[src/rtl/instr_sequencer.sv]
// Fetch/decode/timing sequencer for the 16-bit CPU (producer side of the ALU control interface).
// Optional interrupt entry is built in when the macro IRQ_SEQ_EN is defined.
module instr_sequencer #(
    parameter logic [15:0] RESET_PC   = 16'h0000,
    parameter logic [15:0] IRQ_VECTOR = 16'h0004,
    parameter logic [5:0]  MAX_OPCODE = 6'd56
) (
    input  logic        clk,
    input  logic        rst_n,
    output logic        mem_req,
    output logic [15:0] mem_addr,
    input  logic [15:0] mem_rdata,
    input  logic        mem_ack,
    input  logic        pc_load,
    input  logic [15:0] pc_next,
    output logic [15:0] instruction,
    output logic [5:0]  encoded_opcode,
    output logic [2:0]  rd_addr,
    output logic [2:0]  rs1_addr,
    output logic [2:0]  rs2_addr,
    output logic        fetch,
    output logic        exec1,
    output logic        exec2,
    output logic        reg_we,
    output logic        reg_we2,
    output logic        status_we,
    output logic [15:0] pc,
    output logic        halted,
`ifdef IRQ_SEQ_EN
    input  logic        irq,
    output logic        irq_ack,
`endif
    output logic        illegal
);

    typedef enum logic [2:0] {
        ST_FETCH  = 3'd0,
        ST_DECODE = 3'd1,
        ST_EXEC1  = 3'd2,
        ST_EXEC2  = 3'd3,
        ST_WB     = 3'd4,
        ST_IRQ    = 3'd5,
        ST_HALT   = 3'd6,
        ST_TRAP   = 3'd7
    } state_e;

    localparam logic [5:0] OP_STP = 6'd39;

    function automatic logic is_multi(input logic [5:0] op);
        logic r;
        case (op)
            6'd25, 6'd26, 6'd27, 6'd28, 6'd33,
            6'd34, 6'd35, 6'd36, 6'd37, 6'd38: r = 1'b1;
            default:                           r = 1'b0;
        endcase
        return r;
    endfunction

    function automatic logic wr_reg(input logic [5:0] op);
        return ((op >= 6'd3)  && (op <= 6'd12)) || ((op >= 6'd14) && (op <= 6'd24)) ||
               (op == 6'd27) || ((op >= 6'd29) && (op <= 6'd34)) || (op == 6'd37);
    endfunction

    function automatic logic wr_status(input logic [5:0] op);
        return ((op >= 6'd3)  && (op <= 6'd9))  || ((op >= 6'd13) && (op <= 6'd22)) ||
               ((op >= 6'd29) && (op <= 6'd34)) || ((op >= 6'd41) && (op <= 6'd54));
    endfunction

    state_e      state_q, state_d;
    logic [15:0] pc_q, pc_d;
    logic [15:0] ir_q, ir_d;
    logic        mem_req_q, mem_req_d;
    logic        halted_q, halted_d;
    logic        illegal_q, illegal_d;
    logic [5:0]  opcode_s;
    logic        opc_vis_s;

    assign opcode_s  = ir_q[15:10];
    assign opc_vis_s = (state_q == ST_DECODE) || (state_q == ST_EXEC1) ||
                       (state_q == ST_EXEC2)  || (state_q == ST_WB);

    // Next-state, PC/IR update and fetch-request decision.
    always_comb begin
        state_d   = state_q;
        pc_d      = pc_q;
        ir_d      = ir_q;
        halted_d  = halted_q;
        illegal_d = illegal_q;
        mem_req_d = 1'b0;
        case (state_q)
            ST_FETCH: begin
                // mem_req is registered so an ack arriving before the request is raised is ignored
                if (mem_req_q && mem_ack) begin
                    ir_d    = mem_rdata;
                    pc_d    = pc_q + 16'd1;
                    state_d = ST_DECODE;
                end else begin
                    mem_req_d = 1'b1;
                end
            end
            ST_DECODE: begin
                if (opcode_s > MAX_OPCODE) begin
                    illegal_d = 1'b1;
                    state_d   = ST_TRAP;
                end else if (opcode_s == OP_STP) begin
                    halted_d = 1'b1;
                    state_d  = ST_HALT;
                end else begin
                    state_d = ST_EXEC1;
                end
            end
            ST_EXEC1: begin
                if (pc_load) begin
                    pc_d = pc_next;
                end else begin
                    pc_d = pc_q;
                end
                if (is_multi(opcode_s)) begin
                    state_d = ST_EXEC2;
                end else begin
                    state_d = ST_WB;
                end
            end
            ST_EXEC2: begin
                if (pc_load) begin
                    pc_d = pc_next;
                end else begin
                    pc_d = pc_q;
                end
                state_d = ST_WB;
            end
            ST_WB: begin
`ifdef IRQ_SEQ_EN
                if (irq) begin
                    state_d = ST_IRQ;
                end else begin
                    state_d   = ST_FETCH;
                    mem_req_d = 1'b1;
                end
`else
                state_d   = ST_FETCH;
                mem_req_d = 1'b1;
`endif
            end
            ST_IRQ: begin
                pc_d      = IRQ_VECTOR;
                halted_d  = 1'b0;
                state_d   = ST_FETCH;
                mem_req_d = 1'b1;
            end
            ST_HALT: begin
`ifdef IRQ_SEQ_EN
                if (irq) begin
                    state_d = ST_IRQ;
                end else begin
                    state_d = ST_HALT;
                end
`else
                state_d = ST_HALT;
`endif
            end
            ST_TRAP: begin
                state_d = ST_TRAP;
            end
            default: begin
                state_d = ST_FETCH;
            end
        endcase
    end

    // State, PC, IR and sticky flag registers.
    always_ff @(posedge clk or negedge rst_n) begin
        if (!rst_n) begin
            state_q   <= ST_FETCH;
            pc_q      <= RESET_PC;
            ir_q      <= 16'h0000;
            mem_req_q <= 1'b0;
            halted_q  <= 1'b0;
            illegal_q <= 1'b0;
        end else begin
            state_q   <= state_d;
            pc_q      <= pc_d;
            ir_q      <= ir_d;
            mem_req_q <= mem_req_d;
            halted_q  <= halted_d;
            illegal_q <= illegal_d;
        end
    end

    assign mem_req        = mem_req_q;
    assign fetch          = mem_req_q;
    assign mem_addr       = pc_q;
    assign pc             = pc_q;
    assign instruction    = ir_q;
    assign encoded_opcode = opc_vis_s ? opcode_s : 6'd0;
    assign rd_addr        = ir_q[9:7];
    assign rs1_addr       = ir_q[6:4];
    assign rs2_addr       = ir_q[3:1];
    assign exec1          = (state_q == ST_EXEC1);
    assign exec2          = (state_q == ST_EXEC2);
    assign reg_we         = (state_q == ST_WB) && wr_reg(opcode_s);
    assign reg_we2        = (state_q == ST_WB) && ((opcode_s == 6'd33) || (opcode_s == 6'd34));
    assign status_we      = (state_q == ST_WB) && wr_status(opcode_s);
    assign halted         = halted_q;
    assign illegal        = illegal_q;
`ifdef IRQ_SEQ_EN
    assign irq_ack        = (state_q == ST_IRQ);
`endif

endmodule
[config.mk]
export PLATFORM = sky130hd
export DESIGN_NAME = instr_sequencer
export DESIGN_NICKNAME = d
export VERILOG_FILES = /design/src/rtl/instr_sequencer.sv
export SDC_FILE = /design/constraint.sdc
export NUM_CORES = 1
export LEC_CHECK = 0
export CAP_MARGIN = 10
export CORE_MARGIN = 1.5
export CORE_UTILIZATION = 39
export CTS_CLUSTER_SIZE = 30
export DETAILED_ROUTE_END_ITERATION = 7
export PLACE_DENSITY_LB_ADDON = 0.2
export SLEW_MARGIN = 20
export SYNTH_ARGS = -nofsm -noshare
export SYNTH_HDL_FRONTEND = slang
export SYNTH_SLANG_ARGS = --single-unit
export TNS_END_PERCENT = 5
[constraint.sdc]
create_clock -name clk -period 1.6 [get_ports clk]
set_input_delay 0.16 -clock clk [delete_from_list [all_inputs] [get_ports clk]]
set_output_delay 0.16 -clock clk [all_outputs]
set_load 0.1 [all_outputs]
* After elaboration in Yosys (flattened, before gate mapping)
Cells that the tools add are included.
Word-level totals: memories 0, RAM bits 0, bits in registers 38, bits in read-only memories 0, latch bits 0, word-level logic and storage cells 88, input port bits 36
Cells by class: shift-type cells 0, $lt $le $gt $ge 12, div/mod/pow operators 0, reductions and logical operators 31, mux-type cells 16, equal/unequal tests 22, bitwise operators 0, multiply operators 0, $add $sub $neg 1
Operator list (count):
- 16-bit case mux with 3 select lines | 1
- 6-bit == test (second input constant) | 7
- 16-bit 2-to-1 mux | 2
- 6-bit by 5-bit == test with 1-bit output (second input constant) | 4
- 3-bit case mux with 7 select lines | 1
- 16-bit by 1-bit adder with 16-bit output (second input constant) | 1
- 3-bit == test (second input constant) | 4
- 6-bit by 4-bit >= comparator with 1-bit output (second input constant) | 2
- 6-bit by 4-bit less-or-equal comparator with 1-bit output (second input constant) | 2
- 6-bit by 5-bit less-or-equal comparator with 1-bit output (second input constant) | 2
- 6-bit less-or-equal comparator (second input constant) | 2
- 3-bit 2-to-1 mux | 4
- 1-bit logical OR | 11
- 1-bit logical AND | 10
- 10-bit OR reduction | 1
- 3-bit by 2-bit == test with 1-bit output (second input constant) | 2
- 6-bit by 2-bit >= comparator with 1-bit output (second input constant) | 1
- 6-bit by 5-bit >= comparator with 1-bit output (second input constant) | 1
- 6-bit >= comparator (second input constant) | 1
- 6-bit greater-than comparator (second input constant) | 1
- 6-bit 2-to-1 mux | 1
- 3-bit AND reduction | 2
- 1-bit 2-to-1 mux | 5
- 2-bit by 1-bit != test with 1-bit output (second input constant) | 2
- 8 further kinds | 12

* Longest topological paths before layout
Gate-level depths: netlist of the first run.
depth after elaboration 7, depth in mapped cells 7, mapped depth without buffers 5

* Worst setup path after synthesis of the first run
No wires, ideal clock.
path type reg-to-output, from register ir_q[15], in the netlist instruction[15], to output port reg_we2, cell stages (with the launch flop) 3, required time 1.440 ns, path slack -2.932 ns, arrival 4.372 ns, path through dfrtp_1 -> or3b_2 -> nor4_1
Between the ends: cells in the longest elaborated chain, start to end 3, elaborated cells on any way between the ends 4, those cells by class eq/ne: 2; reduce/logical: 2
RTL lines:
- from (decl) | line 71 | logic [15:0] ir_q, ir_d;
- from (signal assigned) | line 183 | ir_q <= ir_d;
- 6-bit == test | line 202 | assign reg_we2 = (state_q == ST_WB) && ((opcode_s == 6'd33) || (opcode_s == 6'd34));
- 1-bit logical OR (*) | line 202
- 1-bit logical AND (*) | line 202
- to (decl) | line 25 | output logic reg_we2,
Mark *: on every way between the ends. The rest lies on a longest branch, timed or not.

* Final worst setup path of the first run
from register ir_q[12], in the netlist instruction[12], to output port reg_we
Between the ends: cells in the longest elaborated chain, start to end 7, elaborated cells on any way between the ends 16, those cells by class order compare: 6; eq/ne: 2; reduce/logical: 8
RTL lines:
- 6-bit by 2-bit >= comparator with 1-bit output, or another cell as far along | line 60 | return ((op >= 6'd3) && (op <= 6'd12)) || ((op >= 6'd14) && (op <= 6'd24)) ||
- 1-bit logical AND | line 60
- 1-bit logical OR (2 in a row) | line 60
- 1-bit logical OR | line 61 | (op == 6'd27) || ((op >= 6'd29) && (op <= 6'd34)) || (op == 6'd37);
- 1-bit logical OR (*) | line 61
- 1-bit logical AND (*) | line 201 | assign reg_we = (state_q == ST_WB) && wr_reg(opcode_s);
- to (decl) | line 24 | output logic reg_we,
Marked as above.

==> results.md, run 1 <==
- Total Nets Final: roughly 430
- Largest net degree at the start of global routing: 24
- CTS tree: yes
- Max cap viols: 0
- GR Util met1: 0.288
- Starting Density: 0.399
- Worst Setup End Kind: primary output
- Worst-Margin Slew: 0.541 ns
- Post-DP HPWL: 5800 um
- Critical path launch point type: flip-flop
- N_diodes: 0
- Floorplan core area: roughly 6300 um2
- GPL Wtd Cong: 0.854
- Clock transition at the registers of the reported paths: 0.08 ns
- Crit path kind: flip-flop to primary output
- Synth-to-layout area growth: 95.4%
- Initial antenna violation count: 0
- YS warnings: 0
- Die Span X: about 83 um
- Number of flops mapped to enable cells by yosys: 0
- Max Freq: slightly above 0.5 GHz
- Vias in the first global route: 2589
- Final worst setup slack: -0.384 ns
- CP max FO: 2
- Status: finished, violations left
- Pre-Repair DR Iteration Count: 4
- Final non-filler cell total: 466
- Inst Count DP: between 400 and 500
- Die Area: 6910 um2
- Wire per inst: roughly 17 um
- Unique masters post-synth: 61
- Slew Limit Headroom: 0.636
- Rows: 29
- Antenna-violating nets left: 0
- Clock Latency Late Sink: 0.29 ns
- Syn Std Cell Area: roughly 2500 um2
- Syn Nets: 299
- Critical Path AT: between 1.5 and 2 ns
- IO Pins: between 100 and 150
- Clock root cell: clkbuf_8
- Setup violators final: 17
- Fin Clk Skew: between 0.009 and 0.01 ns
- Busiest grt layer: met2
- Period minus WS final: between 1.5 and 2 ns
- CTS buffer count: 5
- Met2 usage: 0.395
- Layout cells sized above 1: 0.535
- DRC: 0
- Fin. max-slew vios: 0
- Worst Path Required: between 1 and 1.5 ns
- Hold_ws: between 0.3 and 0.4 ns
- Met3 Use GR: 0.0596
- IO buf count: around 110
- Clk sinks: 38
- First-pass GRT wire length: roughly 13000 um
- Asr flop ratio synth: 1.00
- # fillers: between 300 and 400
- CTS H-tree lvls: 2
- DR vias: ~2600
- Via/cell ratio: around 5.5
- Grt ovf: 0
- Sequential area share after synthesis: 0.380
- Post-Synthesis Cells: about 260
- Chip height: roughly 83 um
- Failing checks: negative setup slack
- CTS max path bufs: 2
- Total Wirelength: roughly 7800 um
- Primary FF master, synth: dfrtp_1
- Worst min path class: primary input to async pin
- Syn avg cell area: 9.56 um2
- RSZ-0062 raised after global routing: yes
- Starting DRT DRC Count: 156
- Flops & latches, synth: 38
- Final Hold Fails: 0
- GRT Util Overall: 0.229
- Period Utilization, post-route: 1.24
-- cell type report --
| type | count | area [um2] | share of cell area |
|---|---|---|---|
| Clock buffer | 8 | 80.1 | 0.0164 |
| Inverter | 11 | 41.3 | 0.00844 |
| Multi-Input combinational cell | 168 | 1400 | 0.286 |
| Sequential cell | 38 | 988 | 0.202 |
| Tap cell | 77 | 96.3 | 0.0197 |
| Timing Repair Buffer | 164 | 2290 | 0.467 |
-- critical path, cell delays in order, from the launching register on --
cell	delay [ns]
dfrtp_4	0.49
and2_4	0.17
or3b_4	0.36
a21o_1	0.19
a21oi_4	0.15
buf_12	0.19
-- state kept, by name, indices dropped and copies added, names as in the netlist --
signal	cells
instruction	16
mem_addr	16
state_q	3
fetch	1
halted	1
illegal	1
-- cells in the final DEF, fill, tap and decap left out, types with 3 or more instances in the layout --
cell type,synthesis,final
buf_12,0,74
buf_4,28,45
clkdlybuf4s50_1,0,34
dfrtp_1,38,20
mux2_2,15,15
a21oi_1,16,12
dfrtp_2,0,12
inv_1,11,10
nand2_1,11,10
o21ai_0,10,8
and2_1,8,7
nor2_1,11,7
nor3_1,8,6
dfrtp_4,0,6
buf_6,4,6
nand3_1,5,5
a22oi_1,5,5
o2bb2ai_1,5,5
clkbuf_8,0,5
a21o_1,4,4
nor2_4,0,3
xnor2_1,3,3
nor4_4,0,3
a22o_1,3,3
o31a_1,3,3
o22ai_1,3,3
o211ai_1,3,3
nand4_1,3,3
clkbuf_1,8,3
buf_8,0,3
-- Yosys cell counts (2+ instances only) --
master | instances | share of area
mux2_2 | 15 | 0.067
a21o_1 | 4 | 0.012
o21a_1 | 2 | 0.0060
nor3_1 | 8 | 0.016
xnor2_1 | 3 | 0.010
o31a_1 | 3 | 0.010
nand3_1 | 5 | 0.010
nand2_1 | 11 | 0.016
a22o_1 | 3 | 0.010
or4_1 | 2 | 0.0060
a21oi_1 | 16 | 0.032
o21ai_0 | 10 | 0.020
buf_4 | 28 | 0.084
or3b_2 | 2 | 0.0070
and3b_1 | 2 | 0.0070
buf_6 | 4 | 0.018
nand3b_1 | 2 | 0.0060
nand4_1 | 3 | 0.0075
o22ai_2 | 2 | 0.010
dfrtp_1 | 38 | 0.38
o211ai_1 | 3 | 0.0090
o22ai_1 | 3 | 0.0075
clkbuf_1 | 8 | 0.012
o2bb2ai_1 | 5 | 0.017
buf_2 | 4 | 0.0080
a32oi_1 | 2 | 0.0070
nor4_1 | 6 | 0.015
or2_2 | 2 | 0.0050
nor4b_1 | 2 | 0.0070
nor2_1 | 11 | 0.016
o31ai_1 | 2 | 0.0060
and2_1 | 8 | 0.020
a22oi_1 | 5 | 0.015
inv_1 | 11 | 0.016
-- per-layer routing --
| metal | wire, um | vias up |
|---|---|---|
| met3 | 505 | 4 |
| met4 | 55 | 0 |
| met1 | 3090 | 1262 |
| met2 | 4130 | 103 |
| li1 | - | 1188 |
| met5 | 0 | - |
-- through the flow --
| step | instance area (um2) | setup TNS [ns] | utilization | setup WS [ns] |
|---|---|---|---|---|
| floorplan | 2590 | -19.07 | - | -0.616 |
| global placement | 4580 | -2.50 | 0.730 | -0.167 |
| detailed placement | 4580 | -2.91 | 0.730 | -0.173 |
| CTS | 4760 | -3.14 | 0.758 | -0.438 |
| global route | 4890 | -4.61 | 0.780 | -0.437 |
| finish | 4890 | -3.26 | 0.780 | -0.384 |
-- cell families after synthesis --
group,synth area share
and+or+nand+nor,0.177
AOI/OAI and AO/OA,0.213
buffers and inverters,0.140
DFF,0.380
muxes,0.0714
xor gates and xnor gates,0.0140
adders and majority gates,0.00499
-- final timing paths --
path / from / to / slack [ns] / cells after the start
max in group asynchronous: rst_n / mem_addr[6] / 0.64 / 3
max: instruction[12] / reg_we / -0.38 / 5
min reg2reg: state_q[1] / fetch / 0.50 / 1
max reg2reg: instruction[12] / state_q[2] / -0.12 / 7
min in group clk: mem_rdata[12] / instruction[12] / 0.46 / 3
min: rst_n / mem_addr[11] / 0.37 / 2
-- what timing repair did --
item / CTS / global route
buffers inserted: 1 / 2
pin swaps: 3 / 9
endpoints found under the setup margin: 27 / 30
endpoints found under the hold margin: 21 / 0
hold buffers: 1 / 0
gates resized for setup: 21 / 27
Power of run 1 is left out: the tool's default activity adds up to more than one toggle a clock period on the data nets, which glitch-free logic cannot reach.
==> run 2: changes to the inputs <==
SLEW_MARGIN = unset   (was 20)
==> results of run 2 <==
Final layout, timing and power as in run 1 (identical DEF).
Power of run 2 is left out for the same reason.
==> RTL edit 1, RTL diff (settings of run 1) <==
Take the reset off `ir_q` and load it in a clocked block of its own.
--- a/src/rtl/instr_sequencer.sv
+++ b/src/rtl/instr_sequencer.sv
@@ -173,18 +173,20 @@
         if (!rst_n) begin
             state_q   <= ST_FETCH;
             pc_q      <= RESET_PC;
-            ir_q      <= 16'h0000;
             mem_req_q <= 1'b0;
             halted_q  <= 1'b0;
             illegal_q <= 1'b0;
         end else begin
             state_q   <= state_d;
             pc_q      <= pc_d;
-            ir_q      <= ir_d;
             mem_req_q <= mem_req_d;
             halted_q  <= halted_d;
             illegal_q <= illegal_d;
         end
+    end
+
+    always_ff @(posedge clk) begin
+        ir_q <= ir_d;
     end
 
     assign mem_req        = mem_req_q;
Check against the original RTL: differs if rst_n is asserted again (counterexample within 4 cycles, from zero or initial values and one cycle with rst_n low); with rst_n held inactive, the same outputs for 10 cycles.
==> RTL edit 1 against run 1 <==
The run still ends with setup timing left; area after synthesis down 4.9%; cell count stayed put; register-to-register slack got worse by 160 ps; sequential cell count unchanged; critical path depth unchanged; fmax shrank 1.4%; routed wire length shrank 0.80%; largest cell class unchanged; worst setup slack worse by 29 ps; worst hold slack lost 140 ps; non-clock buffer count is 12 higher; design area fell by 2.5%; synthesized cell count decreased by 5.0%.
Power is left out: the tool's default activity adds up to more than one toggle a clock period on the data nets, which glitch-free logic cannot reach.
==> RTL edit 1: results (changes against run 1) <==
- Outcome: finished with violations
- Failing checks: setup timing
- CTS resizes: 17 (-19%)
- Vias per inst: 5.51 (+0.47%)
- Asr flop ratio synth: 57.9% (-42 points)
- Final WS setup: -412 ps (-28.5 ps)
- Vias in the first global route: 2436 (-5.9%)
- Global-route wire length before repair: 12200 um (-5.6%)
- Placement Setup Slack: -210 ps (-37.3 ps)
- Total number of vias: 2569 (+0.47%)
- Clk buf depth: 2 (unchanged)
- Share of post-route cells with drive strength above 1: 47.8% (-5.6 points)
- Fillers: 347 (-8.0%)
- Placed inst area: 4530 um^2 (-1.2%)
- Wire length on met2: 4230 um (+2.3%)
- Register area share after synthesis: 43.3% (+5.3 points)
- Post-DP HPWL: 5820 um (+0.32%)
- Met3 wire len: 344 um (-32%)
- Setup Buffers After CTS: 0 (-1)
- EDFF count, synth: 16 (+16)
- Slew @ Worst Pin: 373 ps (-168 ps)
- Starting DRT DRC Count: 152 (-2.6%)
- Post-synth top cells: buf_4 (29), dfrtp_1 (22), nand2_1 (19)
- WP data arrival: 1850 ps (+30 ps)
- Placed insts: 455 (+0.22%)
- Largest net degree at the start of global routing: 23 (-4.2%)
- Wl on met1: 3020 um (-2.2%)
- Prevailing post-synth register cell: dfrtp_1
- NumNets Final: 427 (+0.47%)
- Root buffer cell: clkbuf_8
- Avg WL per Cell: 16.6 um (-0.80%)
- Synth area leaders: dfrtp_1 (23%), edfxtp_1 (20%), buf_4 (9.1%)
- Tot GR Track Use: 24.3% (+1.4 points)
- Post-synthesis cell type count: 48 (-21%)
- Final Setup Violations: 14 (-3)
- Post-Synthesis Cells: 249 (-5.0%)
## RTL edit 1: changes by cell type in the layout (fill, tap and decap cells not counted), moves of 8 or more
cell	change
edfxtp_1	+16
a21oi_1	-8
mux2_2	-13
buf_4	+16
dfrtp_2	-10
nand2_1	+8
## RTL edit 1: worst paths after layout
| check | start | endpoint | slack [ps] | depth (start not counted) |
|---|---|---|---|---|
| max reg2reg | instruction[15] | state_q[2] | -280 | 6 |
| max | instruction[10] | reg_we | -410 | 5 |
| min reg2reg | illegal | illegal | 540 | 1 |
| min | rst_n | mem_addr[6] | 230 | 2 |
| min in group clk | mem_rdata[7] | instruction[7] | 430 | 1 |
| max in group asynchronous | rst_n | mem_addr[0] | 1110 | 2 |
## RTL edit 1: cell type report
| type | count | area (um^2) | area share, % |
|---|---|---|---|
| Timing Repair Buffer | 176 | 2360 | 49.4 |
| Multi-Input combinational cell | 161 | 1180 | 24.7 |
| Sequential cell | 38 | 1030 | 21.7 |
| Clock buffer | 8 | 80.1 | 1.68 |
| Inverter | 8 | 30.0 | 0.629 |
| Tap cell | 75 | 93.8 | 1.97 |
## RTL edit 1: cells by family after synthesis
logic type               after synthesis  share of synthesized area, %
XOR/XNOR                               3                          1.10
flip-flops                            38                          43.3
AO/OA/AOI/OAI                         69                          21.0
adder cells (fa/ha/maj)                1                         0.525
multiplexers                           3                          1.42
AND/OR/NAND/NOR                       85                          19.0
buffers and inverters                 50                          13.7
## RTL edit 1: worst max-delay path, cell delays in order, from the launching register on
cell	delay, ps
edfxtp_1	410
mux2_4	310
or3_4	320
a21o_1	190
a21oi_4	150
buf_12	190
## RTL edit 1: layer usage
layer / up-vias / track usage, %
met5: - / 0
met4: 0 / 7.76
met3: 11 / 3.37
met2: 104 / 43.0
met1: 1276 / 30.4
li1: 1178 / -
==> RTL edit 2, RTL diff (settings of run 1) <==
Without the edit above. Build with the macro `IRQ_SEQ_EN` defined.
--- a/src/rtl/instr_sequencer.sv
+++ b/src/rtl/instr_sequencer.sv
@@ -1,5 +1,7 @@
 // Fetch/decode/timing sequencer for the 16-bit CPU (producer side of the ALU control interface).
 // Optional interrupt entry is built in when the macro IRQ_SEQ_EN is defined.
+`define IRQ_SEQ_EN
+
 module instr_sequencer #(
     parameter logic [15:0] RESET_PC   = 16'h0000,
     parameter logic [15:0] IRQ_VECTOR = 16'h0004,
Ports: changed (added irq and irq_ack); port bits go from 108 to 110. The function was not compared with the original's and may differ.
==> RTL edit 2 against run 1 <==
Area after synthesis increased by 1.1%; first-iteration DRC count rose by 37%; worst setup slack better by 63 ps; routed wire length rose by 4.9%; the run still ends with setup timing left; sequential cell count is the same; design area increased by 0.95%.
Power is left out: the tool's default activity adds up to more than one toggle a clock period on the data nets, which glitch-free logic cannot reach.
==> RTL edit 2: results (changes against run 1) <==
- Total negative setup slack: -3710 ps (-455 ps)
- Global-route wire length before repair: 13000 um (+0.48%)
- Fin cells: 482 (+3.4%)
- XOR/XNOR share of the synthesized area: 1.04% (-0.36 points)
- Register area share after synthesis: 37.5% (-0.41 points)
- Grt met1 use: 28.5% (-0.36 points)
- Tot GR Track Use: 22.7% (-0.16 points)
- Synth Area in Adders: 0.494% (-0.0054 points)
- Setup Buffers After CTS: 3 (+2)
- CTS resizes: 9 (-57%)
- Routability Congestion: 0.887 (+3.9%)
- Reg2reg start: state_q[0]
- Skew final: 6.29 ps (-3.64 ps)
- Max stage delay on crit path: 510 ps (+20 ps)
- NumNets Final: 442 (+4.0%)
- Post-synthesis mux area share: 7.56% (+0.42 points)
- Outcome: finished with violations
- Compound-Gate Fraction of Synth Area: 21.2% (-0.034 points)
- Met3 usage: 6.33% (+0.37 points)
- Post-synth top cells: dfrtp_1 (38), buf_4 (26), mux2_1 (16)
- Placement Setup Slack: -99.0 ps (+73.7 ps)
- Post-synthesis cell type count: 54 (-11%)
- Starting DRT DRC Count: 213 (+37%)
- Mapped Avg Cell Area: 9.18 um^2 (-4.0%)
- WP data arrival: 1760 ps (-60 ps)
- Top Family by Delay on Critical Path: flip-flops
- Wl on met1: 3330 um (+7.6%)
- Synth area leaders: dfrtp_1 (38%), buf_4 (7.7%), mux2_1 (7.1%)
- Final WS setup: -321 ps (+62.7 ps)
- Clock transition at path regs: 70 ps
- Share of post-route cells with drive strength above 1: 45.9% (-7.5 points)
- Final wirelength: 8160 um (+4.9%)
- Slew @ Worst Pin: 507 ps (-34.7 ps)
- Wire length on met2: 4060 um (-1.7%)
- Vias in the first global route: 2697 (+4.2%)
- Largest net degree at the start of global routing: 22 (-8.3%)
- Failing checks: setup timing
- Post-DP HPWL: 5960 um (+2.9%)
- Placed insts: 470 (+3.5%)
- M2 GR Usage: 38.5% (-0.98 points)
- Placed inst area: 4680 um^2 (+2.1%)
- Syn_nets: 314 (+5.0%)
- Met3 wire len: 632 um (+25%)
- Crit-path max FO: 6 (+4)
- Final Setup Violations: 29 (+12)
- Vias per inst: 5.60 (+2.1%)
- PortBufs: 109 (+1.9%)
[RTL edit 2: cell count changes after synthesis, moves of 4 or more]
cell      delta
o21ai_0      -4
buf_2        +5
o21ai_1      +8
nand2b_1     +5
buf_6        -4
mux2_1      +16
mux2_2      -14
a21oi_1      -5
[RTL edit 2: cell type report]
cell class | count | area, um^2
Tap cell | 77 | 96.3
Timing Repair Buffer | 165 | 2300
Sequential cell | 38 | 978
Clock inverter | 1 | 5.00
Multi-Input combinational cell | 182 | 1430
Clock buffer | 7 | 86.3
Inverter | 12 | 45.0
Fill cell | 398 | 1370
[RTL edit 2: final timing paths]
kind / to / slack (ps) / cells past startpoint
max: reg_we / -320 / 6
min: instruction[7] / 350 / 2
max reg2reg: mem_addr[5] / -200 / 6
min reg2reg: illegal / 530 / 1
max in group asynchronous: instruction[13] / 690 / 3
min in group clk: instruction[4] / 460 / 2
